**src/rtl/code_defs_pkg.sv**
```systemverilog
// Shared 64b/66b code definitions: sync-header encodings and BER monitor state type.
package code_defs_pkg;

    localparam logic [1:0] SYNC_DATA = 2'b01;
    localparam logic [1:0] SYNC_CTL  = 2'b10;

    typedef enum logic [1:0] {
        ST_INIT   = 2'd0,
        ST_TEST   = 2'd1,
        ST_HI_BER = 2'd2
    } ber_state_t;

    // A qualified header that is neither data nor control is a sync error.
    function automatic logic hdr_invalid(input logic valid, input logic [1:0] hdr);
        return valid && (hdr != SYNC_DATA) && (hdr != SYNC_CTL);
    endfunction

endpackage

```
**src/rtl/ber_monitor.sv**
```systemverilog
// High bit-error-rate monitor: counts invalid sync headers per fixed window,
// raises o_hi_ber at threshold and keeps a saturating management error count.
module ber_monitor
    import code_defs_pkg::*;
#(
    parameter int TIMER_CYCLES  = 40283,
    parameter int BER_THRESHOLD = 16,
    parameter int CNT_WIDTH     = 6
) (
    input  logic                 i_clk,
    input  logic                 i_reset_n,
    input  logic [1:0]           i_header,
    input  logic                 i_valid,
    input  logic                 i_block_lock,
    input  logic                 i_ber_cnt_clr,
    output logic                 o_hi_ber,
    output logic [CNT_WIDTH-1:0] o_ber_cnt,
    output logic                 o_window_tick
);

    localparam int TW = $clog2(TIMER_CYCLES);
    localparam int WW = $clog2(BER_THRESHOLD + 1);
    localparam logic [TW-1:0]        TIMER_LAST = TW'(TIMER_CYCLES - 1);
    localparam logic [WW:0]          THRESH     = (WW + 1)'(BER_THRESHOLD);
    localparam logic [WW-1:0]        THRESH_W   = WW'(BER_THRESHOLD);
    localparam logic [CNT_WIDTH-1:0] CNT_MAX    = '1;

    ber_state_t     state, state_nxt;
    logic [TW-1:0]  timer, timer_nxt;
    logic [WW-1:0]  win_cnt, win_nxt;
    logic [WW:0]    win_sum;
    logic           hi_ber_nxt, tick_nxt;
    logic           bad, win_end, over;

    assign bad     = hdr_invalid(i_valid, i_header);
    assign win_end = (state != ST_INIT) && (timer == TIMER_LAST);
    assign win_sum = {1'b0, win_cnt} + {{WW{1'b0}}, bad};
    // Threshold check includes the current header, so a hit on the window-end
    // cycle still lands in the closing window.
    assign over    = (state == ST_TEST) && (win_sum >= THRESH);

    always_ff @(posedge i_clk or negedge i_reset_n) begin
        if (!i_reset_n) state <= ST_INIT;
        else            state <= state_nxt;
    end

    always_comb begin
        state_nxt = state;
        if (!i_block_lock) begin
            state_nxt = ST_INIT;
        end else begin
            case (state)
                ST_INIT:   state_nxt = ST_TEST;
                ST_TEST:   if (over) state_nxt = ST_HI_BER;
                ST_HI_BER: if (win_end) state_nxt = ST_TEST;
                default:   state_nxt = ST_INIT;
            endcase
        end
    end

    always_comb begin
        timer_nxt  = '0;
        win_nxt    = '0;
        hi_ber_nxt = 1'b0;
        if (i_block_lock) begin
            case (state)
                ST_TEST: begin
                    timer_nxt  = win_end ? '0 : timer + TW'(1);
                    win_nxt    = win_end ? '0 : (over ? THRESH_W : win_sum[WW-1:0]);
                    hi_ber_nxt = over ? 1'b1 : (win_end ? 1'b0 : o_hi_ber);
                end
                ST_HI_BER: begin
                    timer_nxt  = win_end ? '0 : timer + TW'(1);
                    win_nxt    = win_end ? '0 : win_cnt;
                    hi_ber_nxt = 1'b1;
                end
                default: ;
            endcase
        end
        tick_nxt = (timer_nxt == TIMER_LAST);
    end

    always_ff @(posedge i_clk or negedge i_reset_n) begin
        if (!i_reset_n) begin
            timer         <= '0;
            win_cnt       <= '0;
            o_hi_ber      <= 1'b0;
            o_window_tick <= 1'b0;
        end else begin
            timer         <= timer_nxt;
            win_cnt       <= win_nxt;
            o_hi_ber      <= hi_ber_nxt;
            o_window_tick <= tick_nxt;
        end
    end

    // Management count runs in every state while locked; a clear that
    // coincides with an error keeps that error.
    always_ff @(posedge i_clk or negedge i_reset_n) begin
        if (!i_reset_n) begin
            o_ber_cnt <= '0;
        end else if (i_ber_cnt_clr) begin
            o_ber_cnt <= {{(CNT_WIDTH - 1){1'b0}}, bad && i_block_lock};
        end else if (bad && i_block_lock && (o_ber_cnt != CNT_MAX)) begin
            o_ber_cnt <= o_ber_cnt + CNT_WIDTH'(1);
        end
    end

endmodule

```
**config.mk**
```make
export PLATFORM = sky130hd
export DESIGN_NAME = ber_monitor
export DESIGN_NICKNAME = d
export VERILOG_FILES = /design/src/rtl/code_defs_pkg.sv /design/src/rtl/ber_monitor.sv
export SDC_FILE = /design/constraint.sdc
export NUM_CORES = 1
export LEC_CHECK = 0
export ABC_AREA = 1
export BUFFER_PORTS_ARGS = -buffer_cell sky130_fd_sc_hd__buf_2
export CAP_MARGIN = 25
export CORE_MARGIN = 3
export CORE_UTILIZATION = 40
export DETAILED_ROUTE_END_ITERATION = 12
export GPL_ROUTABILITY_DRIVEN = 0
export PLACE_DENSITY_LB_ADDON = 0.1
export SLEW_MARGIN = 20
export SYNTH_ARGS = -nofsm -noshare
export SYNTH_HDL_FRONTEND = slang
export SYNTH_SLANG_ARGS = --single-unit
```
**constraint.sdc**
```tcl
create_clock -name i_clk -period 2.2 [get_ports i_clk]
set_input_delay 0.33 -clock i_clk [delete_from_list [all_inputs] [get_ports i_clk]]
set_output_delay 0.33 -clock i_clk [all_outputs]
set_load 0.02 [all_outputs]
```
==> results_dict.tcl <==
set metrics [dict create \
    ys_ff_latch 31 \
    synth_top_family_by_area "simple AND/OR/NAND/NOR gates" \
    drt-pass1-iter-count 4 \
    synth_commonest_cells "nand2_1 (57), inv_1 (48), nor2_1 (35), dfrtp_1 (31), nand3_1 (21)" \
    netlist_area_um2 1900 \
    syn_avg_cell_area_um2 7.40 \
    grtUsageMet2 0.219 \
    die_h_um 74.8 \
    synth_compound_area_frac 0.0733 \
    cts_setup_buffers 0 \
    async_flop_share 1.00 \
    cts_hold_repair.buffers 0 \
    use_met1 0.216 \
    die_width_um 74.8 \
    synthCells 256 \
    start_util 0.424 \
    max_clock_freq_mhz 543 \
    antenna_found_initial 0 \
    grt_pass1_vias 1455 \
    cts_resized 0 \
    cts_tree "built" \
    max_stage_delay_ns 0.42 \
    clk_latency_ns 0.29 \
    crit_path_frequent_cell "nor2_1" \
    grt.total_usage 0.155 \
    post-dp-hpwl_mm 2.84 \
    powerDensity_nw_per_um2 727 \
    arrival_ns 2.07 \
    critPathLaunchType "flop" \
    tns_ns 0 \
    min_path_type "in2async" \
    io_buffers 14 \
    htreeDepth 2 \
    ir_drop_uv 432 \
    core_um2 4470 \
    vias_per_cell 4.83 \
    syn2layout_area_growth_pct 12.9 \
    grt_overflow 0 \
    muxShareOfSynthArea 0 \
    num-fill-cells 459 \
    die_area_um2 5600 \
    drt-initial-drc-count 51 \
    vias 1589 \
    power_w 0.00155 \
    final_max_slew_viol_count 0 \
    cts_buffer_depth 2 \
    drcViolationCount 0 \
    io_pins 15 \
    path_clk_slew_ns 0.07 \
    rsz0062_at_grt "no" \
    wl_mm 3.77 \
    syn_nets 272 \
    synth_most_common_cell "nand2_1" \
    slowest_stage "dfrtp_1" \
    busiest_layer "met2" \
    critPathKind "reg2reg" \
    setup_viol_count_final 0 \
    yosys.area_share.xor_xnor 0.0231 \
    slew_headroom 0.524 \
    synthTopCellsByArea "dfrtp_1 (41%), nand2_1 (11%), inv_1 (9.5%)" \
    yosys.area.top_type "dfrtp_1" \
    cts_buffers 5 \
    cp_cell_sequence "inv_1 > ha_1 > nand2_1 > inv_1 > nand2_1 > nor2_1 > nand2_2 > nand2_2 > inv_2 > nand4_1 > nor2_1 > nand3_1 > nor2_1" \
    core.rowCount 24 \
    ys.flop_type "dfrtp_1" \
    yosys.area_share.simple 0.329 \
    critPathMaxFanout 7 \
    worst_pin_slew_ns 0.714 \
    leakage_nw 1.15 \
    final.min_clock_period_ns 1.84 \
    grt_pass1_wl_mm 6.52 \
    drive_gt1_frac 0.130 \
    drv_cap 0 \
    synth_top_area_share 0.409 \
    ys_types 26 \
    synth-edff-count 0 \
    ys.warnings.count 0 \
    end_kind "flop" \
    whs_ns 0.0781 \
    grt_max_degree 32 \
    final_antenna_net_count 0 \
    status "finished clean" \
    post_drt_wl_per_cell_um 11.5 \
    grtUsageMet3 0.0481 \
    final_nets 292 \
    hold_viol_final 0 \
    cts_sinks 31 \
    clockRootBuffer "clkbuf_8" \
    required_ns 2.42 \
    fin_crit_sh 0.838 \
    yosys.area_share.adder 0.0594 \
    antenna_cells 0 \
    yosysSeqAreaShare 0.409 \
    skew_ns 0.00347 \
]
per-layer routing:
layer	up-vias	wire, um
met4	0	76
li1	840	-
met3	6	101
met1	723	1920
met2	20	1670
met5	-	0
worst paths after layout:
check                      cells past startpoint                      from                  endpoint  slack [ns]
min reg2reg                                    2  o_ber_cnt[5]$_DFFE_PN0P_  o_ber_cnt[5]$_DFFE_PN0P_        0.52
max                                           13        timer[0]$_DFF_PN0_   o_window_tick$_DFF_PN0_        0.36
max in group asynchronous                      1                 i_reset_n       timer[14]$_DFF_PN0_        1.65
min in group i_clk                             2             i_ber_cnt_clr  o_ber_cnt[5]$_DFFE_PN0P_        0.25
min                                            1                 i_reset_n        timer[3]$_DFF_PN0_        0.08
max reg2reg                                   13        timer[0]$_DFF_PN0_   o_window_tick$_DFF_PN0_        0.36
state kept, by name (all words and copies together) (netlist names):
register / flops
o_hi_ber: 1
state: 2
o_ber_cnt: 6
win_cnt: 5
o_window_tick: 1
timer: 16
placed cells by master, fill, tap and decap left out, types with 5 or more instances in the layout:
cell      netlist  layout
nand2_1        57      57
inv_1          48      48
nor2_1         35      35
dfrtp_1        31      31
nand3_1        21      21
buf_2           1      14
o21ai_0        10      10
ha_1            9       9
a21oi_1         7       7
nand4_1         6       6
clkbuf_8        0       6
nand2_2         5       5
xor2_1          5       5
metrics by stage:
| step | utilization | setup slack, ns | cells | instance area, um^2 |
|---|---|---|---|---|
| floorplan | - | 0.460 | 256 | 1900 |
| global placement | 0.452 | 0.210 | 321 | 2020 |
| detailed placement | 0.452 | 0.145 | 321 | 2020 |
| CTS | 0.478 | 0.345 | 329 | 2140 |
| global route | 0.478 | 0.0711 | 329 | 2140 |
| finish | 0.478 | 0.357 | 329 | 2140 |
cell families after synthesis:
group,Yosys count
buffers and inverters,51
adder cells (fa/ha/maj),9
flip-flops,31
AO/OA/AOI/OAI,24
XOR/XNOR,5
AND/OR/NAND/NOR,136
final cells by class:
class | count | area, um^2 | share of cell area
clock buffers | 6 | 82.6 | 0.0386
flip-flops and latches | 31 | 776 | 0.363
well taps | 52 | 65.1 | 0.0304
repair buffers | 15 | 77.6 | 0.0363
inverters | 49 | 184 | 0.0860
clock inverters | 2 | 35.0 | 0.0164
multi-input cells | 174 | 920 | 0.430
power breakdown:
group          leakage [nW]  switching [W]  internal [W]
sequential            0.429      0.0000416      0.000611
combinational         0.663       0.000208      0.000103
clock                0.0612       0.000225      0.000366
critical path: cells and delay by family (launching register included):
kind | cells | cell delay [ns]
simple gates | 9 | 0.91
buf+inv | 3 | 0.24
flops | 1 | 0.42
fa+ha+maj | 1 | 0.20
Power figures use the tool's default switching activity.
